**config.mk**
```make
export PLATFORM = sky130hd
export DESIGN_NAME = composite_mixer
export DESIGN_NICKNAME = d
export VERILOG_FILES = /design/src/rtl/composite_mixer.sv
export SDC_FILE = /design/constraint.sdc
export NUM_CORES = 1
export LEC_CHECK = 0
export CAP_MARGIN = 20
export CORE_MARGIN = 5
export CORE_UTILIZATION = 50
export DETAILED_ROUTE_END_ITERATION = 10
export PLACE_DENSITY = 0.79
export REMOVE_ABC_BUFFERS = 1
export SETUP_SLACK_MARGIN = 0.5
export SYNTH_ARGS = -nofsm -noshare
export SYNTH_HDL_FRONTEND = slang
export SYNTH_SLANG_ARGS = --single-unit
```
**constraint.sdc**
```tcl
create_clock -name clk -period 3.6 [get_ports clk]
set_clock_uncertainty 0.1 [all_clocks]
set_input_delay 0.72 -clock clk [delete_from_list [all_inputs] [get_ports clk]]
set_output_delay 0.72 -clock clk [all_outputs]
set_load 0.02 [all_outputs]
```
**src/rtl/composite_mixer.sv**
```systemverilog
// rtl/composite_mixer.sv - composite DAC mixer: aligned luma/flags, gated chroma, clamp, slew-limited sync
// Optional feature macro: COMPOSITE_MIXER_CLIP_COUNT_EN (saturating clipped-sample counter)
module composite_mixer #(
  parameter int CHROMA_LATENCY = 2,
  parameter int BLANK_LEVEL    = 72,
  parameter int SYNC_LEVEL     = 0,
  parameter int SLEW_STEP      = 24
) (
  input  logic        clk,
  input  logic        rst_n,
  input  logic [7:0]  luma,
  input  logic [7:0]  chroma,
  input  logic        sync,
  input  logic        blank,
  input  logic        burst,
  input  logic        newframe,
  output logic [7:0]  dac_out,
  output logic [15:0] clip_count
);
  localparam logic [7:0]        BLANK_U = 8'(BLANK_LEVEL);
  localparam logic [7:0]        SYNC_U  = 8'(SYNC_LEVEL);
  localparam logic signed [9:0] BLANK_S = 10'(BLANK_LEVEL);
  localparam logic signed [9:0] SYNC_S  = 10'(SYNC_LEVEL);
  localparam logic signed [9:0] STEP_S  = 10'(SLEW_STEP);

  typedef enum logic [1:0] {ACTIVE, FALL, TIP, RISE} state_t;

  logic [7:0]                luma_dl [CHROMA_LATENCY];
  logic [CHROMA_LATENCY-1:0] sync_dl, blank_dl, burst_dl;

  // Taps reset to the blanked state so a mid-frame reset never exposes chroma or sync.
  always_ff @(posedge clk or negedge rst_n) begin
    if (!rst_n) begin
      for (int i = 0; i < CHROMA_LATENCY; i++) luma_dl[i] <= 8'd0;
      sync_dl  <= '0;
      blank_dl <= '1;
      burst_dl <= '0;
    end else begin
      luma_dl[0]  <= luma;
      sync_dl[0]  <= sync;
      blank_dl[0] <= blank;
      burst_dl[0] <= burst;
      for (int i = 1; i < CHROMA_LATENCY; i++) begin
        luma_dl[i]  <= luma_dl[i-1];
        sync_dl[i]  <= sync_dl[i-1];
        blank_dl[i] <= blank_dl[i-1];
        burst_dl[i] <= burst_dl[i-1];
      end
    end
  end

  logic [7:0] d_luma;
  logic       d_sync, d_blank, d_burst;
  assign d_luma  = luma_dl[CHROMA_LATENCY-1];
  assign d_sync  = sync_dl[CHROMA_LATENCY-1];
  assign d_blank = blank_dl[CHROMA_LATENCY-1];
  assign d_burst = burst_dl[CHROMA_LATENCY-1];

  logic              chroma_en, clipped;
  logic signed [9:0] base, sum, dn, up;
  logic [7:0]        target, fall_val, rise_val;

  always_comb begin
    chroma_en = ~d_sync & (d_burst | ~d_blank);
    base      = d_blank ? BLANK_S : BLANK_S + $signed({2'b00, d_luma});
    sum       = base + (chroma_en ? $signed({{2{chroma[7]}}, chroma}) : 10'sd0);
    clipped   = (sum < 10'sd0) || (sum > 10'sd255);
    if (sum < 10'sd0)        target = 8'd0;
    else if (sum > 10'sd255) target = 8'hFF;
    else                     target = sum[7:0];
    dn       = $signed({2'b00, dac_out}) - STEP_S;
    up       = $signed({2'b00, dac_out}) + STEP_S;
    fall_val = (dn <= SYNC_S)  ? SYNC_U  : dn[7:0];
    rise_val = (up >= BLANK_S) ? BLANK_U : up[7:0];
  end

  state_t     state, state_n;
  logic [7:0] dac_n;

  // Edge steps: landing exactly on the sync or blank level ends the edge in the same cycle.
  always_comb begin
    state_n = state;
    dac_n   = dac_out;
    case (state)
      ACTIVE: begin
        if (d_sync) begin
          dac_n   = fall_val;
          state_n = (fall_val == SYNC_U) ? TIP : FALL;
        end else begin
          dac_n = target;
        end
      end
      TIP: begin
        if (d_sync) begin
          dac_n = SYNC_U;
        end else begin
          dac_n   = rise_val;
          state_n = (rise_val == BLANK_U) ? ACTIVE : RISE;
        end
      end
      default: begin
        if (d_sync) begin
          dac_n   = fall_val;
          state_n = (fall_val == SYNC_U) ? TIP : FALL;
        end else begin
          dac_n   = rise_val;
          state_n = (rise_val == BLANK_U) ? ACTIVE : RISE;
        end
      end
    endcase
  end

  always_ff @(posedge clk or negedge rst_n) begin
    if (!rst_n) begin
      state   <= ACTIVE;
      dac_out <= BLANK_U;
    end else begin
      state   <= state_n;
      dac_out <= dac_n;
    end
  end

`ifdef COMPOSITE_MIXER_CLIP_COUNT_EN
  logic clip_inc;
  assign clip_inc = (state == ACTIVE) && !d_sync && clipped;

  always_ff @(posedge clk or negedge rst_n) begin
    if (!rst_n)
      clip_count <= 16'd0;
    else if (newframe)
      clip_count <= {15'd0, clip_inc};
    else if (clip_inc && clip_count != 16'hFFFF)
      clip_count <= clip_count + 16'd1;
  end
`else
  logic unused_clip;
  assign unused_clip = newframe ^ clipped;
  assign clip_count  = 16'd0;
`endif
endmodule

```
; ---- Word-level counts from Yosys, hierarchy flattened
; Index checks and enable logic that the tools add are counted.
[word_totals]
ff_bits = 32
inputBits = 22
out_inout_bits = 24
word_cells = 42
[op_classes]
n_addsub = 4
order_cmp = 4
n_eq_ne = 4
mux = 16
bitwise_logic = 4
n_reduce_logical = 3
[op_table]
columns = cell, count
row1 = 8-bit 2-to-1 mux, 7
row2 = 8-bit one-hot mux with 2 select lines, 1
row3 = 10-bit adder, 1
row4 = "10-bit by 9-bit greater-than comparator with 1-bit output, second input constant", 1
row5 = "10-bit by 1-bit less-than comparator with 1-bit output, second input constant", 1
row6 = 10-bit 2-to-1 mux, 1
row7 = 2-bit 2-to-1 mux, 5
row8 = "7-bit by 8-bit adder with 9-bit output, first input constant", 1
row9 = "8-bit by 5-bit adder with 9-bit output, second input constant", 1
row10 = "9-bit by 7-bit >= comparator with 1-bit output, second input constant", 1
row11 = "9-bit by 1-bit <= comparator with 1-bit output, second input constant", 1
row12 = 9-bit 2-to-1 mux, 1
row13 = "8-bit by 5-bit subtractor with 9-bit output, second input constant", 1
row14 = "8-bit by 7-bit == test with 1-bit output, second input constant", 1
row15 = 8-bit logical NOT, 1
row16 = "2-bit != test, second input constant", 2
row17 = 2-bit one-hot mux with 2 select lines, 1
row18 = "2-bit == test, second input constant", 1
row19 = 2-bit logical NOT, 1
row20 = 1-bit inverter, 2
row21 = 2-bit AND reduction, 1
row22 = 1-bit AND, 1
row23 = 1-bit bitwise OR, 1

; ---- Depth between registers and ports, before layout
[depth]
word_depth = 10
depth_mapped = 11
depth_no_buf = 10

; ---- Worst setup path before layout
; Ideal clock, no wire load.
[synth_path]
path_type = reg-to-reg
startpoint = reg blank_dl[1]
endpoint = reg dac_out[6]
setup_time_ns = 0.082
arrival_time_ns = 2.638
required_time_ns = 3.418
path_slack_ns = 0.780
path_stages_with_launch = 12
n_path_buf = 1
synth_period_minus_slack_ns = 2.820
path_cell_list = dfstp_2 > buf_4 > nor2b_4 > nor2_1 > and2_1 > ha_1 > fa_1 > a21oi_1 > o22ai_1 > mux2i_2 > o311ai_1 > a22oi_1
[synth_between]
elab_chain_cells = 10
elab_cells_between_ends = 12
classes_between = add/sub (1) / order compare (2) / mux (6) / bitwise (3)
[synth_rtl]
columns = element, line
row1 = start: declaration, 29  ; logic [CHROMA_LATENCY-1:0] sync_dl, blank_dl, burst_dl;
row2 = start signal: indexed assignment, 46  ; blank_dl[i] <= blank_dl[i-1];
row3 = 1-bit inverter, 64  ; chroma_en = ~d_sync & (d_burst | ~d_blank);
row4 = 1-bit bitwise OR, 64
row5 = 1-bit AND, 64
row6 = 10-bit 2-to-1 mux, 66  ; sum = base + (chroma_en ? $signed({{2{chroma[7]}}, chroma}) : 10'sd0);
row7 = 10-bit adder *, 66
row8 = 10-bit by 9-bit greater-than comparator with 1-bit output, 69  ; else if (sum > 10'sd255) target = 8'hFF;
row9 = 8-bit 2-to-1 mux, 69
row10 = 8-bit 2-to-1 mux *, 68  ; if (sum < 10'sd0) target = 8'd0;
row11 = 8-bit 2-to-1 mux *, 86  ; if (d_sync) begin
row12 = 8-bit one-hot mux with 2 select lines *, 84  ; case (state)
row13 = via dac_n[6], 78  ; logic [7:0] dac_n;
row14 = end signal: assignment, 119  ; dac_out <= dac_n;
row15 = end: declaration, 17  ; output logic [7:0] dac_out,
; The timed path passes the listed nets; every way through them passes the cells marked *.
; A chain may end at the register's enable or synchronous reset.

; ---- Final worst setup path
[layout_path]
startpoint = reg blank_dl[1]
endpoint = reg dac_out[4]
; The elaborated chain is that of the path after synthesis.

==> results.toml <==
[outcome]
status = "completed"

[timing]
fin_crit_sh_pct = 81.29
finalMaxSlewViolations = 0
grt_setup_unrepaired = "no"
worst_slew_pin_slew_ps = 549.9
timing_hold_violations_final = 0
tns_ps = 0
fmax_mhz = 341.7
min_period_ps = 2926
slew_headroom_pct = 62.39
setup_viol = 0

[power]
intPower_w = 0.0008717
p_clk_share_pct = 18.5
seqPwrFrac_pct = 35.9
comb_power_share_pct = 45.6
switching_share_pct = 38.27
ir_drop_mv = 0.3265
power_density_nw_per_um2 = 589.0
switchingPower_w = 0.0005404
p_leak_nw = 1.046

[finish]
syn2layout_area_growth_pct = 19.68
drive_gt1_share_pct = 15.04
nets = 261
stdcell_count = 276
diodes = 0

[floorplan]
initial_core_util_pct = 50.81
core_area_um2 = 3943
die-area_um2 = 5372
num_rows = 23
die_y_um = 73.30
ios = 46
die_w_um = 73.30

[synthesis]
yosysWarnings = 0
synthDistinctLibCells = 56
synth-seq-area-share_pct = 40.22
synth.avg_cell_area_um2 = 10.71
syn_inst = 187
synth_edf_count = 0
synth_ff_type = "dfrtp_1"
synth_async_sr_flop_share_pct = 100.0
synth.cell_area_um2 = 2003
ys_ff_latch = 32

[drt]
vias = 1432
wl_um = 3574
via_per_inst = 5.188
drc_errors = 0
drt_iter0_markers = 72
drtPass1Iterations = 4
antenna_left = 0
wl_per_cell_um = 12.95

[worst_setup_path]
worstPathArrival_ps = 2970
worst_ep_required_time_ps = 3640
cp_max_fo = 7
setup.worst_path.class = "flip-flop to flip-flop"
worst_setup_path_start_kind = "flip-flop"
end_kind = "flip-flop"

[clocking]
ctsHoldBuffers = 0
cts_tree = "yes"
cts_max_level = 2
cts.sinks = 32
root_buffer = "clkbuf_8"
insertion_delay_ps = 280
clk_pin_slew_ps = 60
clk_path_buf_depth = 2
cts_buffers = 5

[global_route]
gr-total-overflow = 0
antenna_found_initial = 0
grt_util_all_layers_pct = 14.62
grt_first_pass_wirelength_um = 6009
grt_pass1_vias = 1375
grt_max_degree = 33

[placement]
gp_congestion = 0.8045
port_buffers = 28
placed_cells = 264
dp_hpwl_um = 2784

[run]
drv_cap = 0

[worst_hold_path]
hp-class = "flip-flop to flip-flop"
## power groups by stage
stage	logic, W	clock network, W	registers [W]
2_1_floorplan	0.000414	0	0.000539
5_1_grt	0.000723	0.000293	0.000519
6_report	0.000644	0.000262	0.000506
4_1_cts	0.000640	0.000272	0.000507
3_3_place_gp	0.000621	0	0.000510
3_5_place_dp	0.000633	0	0.000513
## worst max-delay path: stages, from the launching register on
cell	delay, ps
dfstp_2	580
nor2b_4	190
nor2_1	120
and2_1	180
ha_1	220
fa_1	430
a21oi_2	210
o22ai_1	140
mux2i_2	180
buf_4	190
a21oi_1	130
o221ai_1	110
## state kept, by name (all words and copies together), names as in the netlist
signal / count
luma_dl: 8
burst_dl: 2
d_luma: 8
sync_dl: 2
state: 2
dac_out: 8
blank_dl: 2
## synth_stat cells (3+ instances only)
cell type / count / area, um2
dfrtp_1: 28 / 700.7
nor2_1: 12 / 45.04
and2_1: 7 / 43.79
buf_4: 17 / 127.6
nor3_1: 3 / 15.01
a21oi_1: 12 / 60.06
dfstp_2: 4 / 105.1
xor2_1: 6 / 52.55
o21ai_0: 3 / 15.01
o2bb2ai_1: 4 / 35.03
inv_1: 11 / 41.29
ha_1: 13 / 162.7
xnor2_1: 7 / 61.31
o221ai_1: 5 / 43.79
nor2b_1: 4 / 25.02
## layer usage
layer | vias to the layer above | share of wire (%) | wire, um | track usage, %
met4 | 0 | 1.5 | 55 | 5.231
met3 | 7 | 5.3 | 189 | 4.788
li1 | 711 | - | - | -
met5 | - | 0 | 0 | 0
met2 | 30 | 53 | 1901 | 27.31
met1 | 684 | 40 | 1428 | 15.07
## final timing paths
path,from,to,slack [ps],cells past startpoint
min reg2reg,luma_dl[11],d_luma[3],250,0
max reg2reg,blank_dl[1],dac_out[4],670,11
max,blank_dl[1],dac_out[4],670,11
max in group asynchronous,rst_n,dac_out[3],2350,2
min,luma_dl[11],d_luma[3],250,0
min in group asynchronous,rst_n,d_luma[2],730,2
## layout make-up
| cell class | count | area (um2) |
|---|---|---|
| Fill cell | 331 | 1545 |
| Multi-Input combinational cell | 141 | 1077 |
| Sequential cell | 32 | 805.8 |
| Timing Repair Buffer | 34 | 325.3 |
| Clock buffer | 6 | 72.57 |
| Tap cell | 50 | 62.56 |
| Inverter | 11 | 41.29 |
| Clock inverter | 2 | 12.51 |
## per-stage QoR
stage	utilization (%)	setup slack, ps	hold WS (ps)	total power, W	area (um2)
after global placement	57.79	367.7	231.4	0.001131	2278
after CTS	60.14	499.5	250.5	0.001419	2371
after global routing	60.81	499.5	252.8	0.001534	2397
after detailed placement	57.79	335.7	235.8	0.001146	2278
after floorplan	-	818.5	231.2	0.0009529	1921
final	60.81	673.7	248.1	0.001412	2397
## logic make-up after synthesis
family,after synthesis,synth area share [%]
xor+xnor,13,5.684
flops,32,40.22
simple gates,45,14.12
other cells,1,0.1872
buf+inv,29,8.994
fa+ha+maj,14,9.120
mux,2,1.187
compound gates,51,20.49
## placed cells by master, fill, tap and decap left out, types with 2 or more instances in the layout
| cell type | count |
|---|---|
| o21ai_1 | 2 |
| conb_1 | 16 |
| and2_1 | 7 |
| dfstp_2 | 4 |
| nand3_1 | 2 |
| or2_1 | 2 |
| nor3_1 | 3 |
| buf_4 | 6 |
| a22oi_1 | 2 |
| o211ai_1 | 2 |
| nor2_1 | 12 |
| and3_1 | 2 |
| clkbuf_8 | 5 |
| clkdlybuf4s50_1 | 28 |
| o21bai_1 | 2 |
| nor2b_1 | 4 |
| o221ai_1 | 5 |
| o21ai_0 | 3 |
| dfrtp_1 | 28 |
| a21oi_1 | 11 |
| a2111oi_0 | 2 |
| xor2_1 | 6 |
| xnor2_1 | 7 |
| a211oi_2 | 2 |
| nand2b_1 | 2 |
| ha_1 | 13 |
| o2bb2ai_1 | 4 |
| inv_1 | 11 |
| a21oi_2 | 2 |
## repair_timing
action,CTS,global route
resized for setup,0,1
buffers inserted,1,3
pin swaps,0,2
setup endpoints to repair,3,8
(Power assumes the default switching activity.)
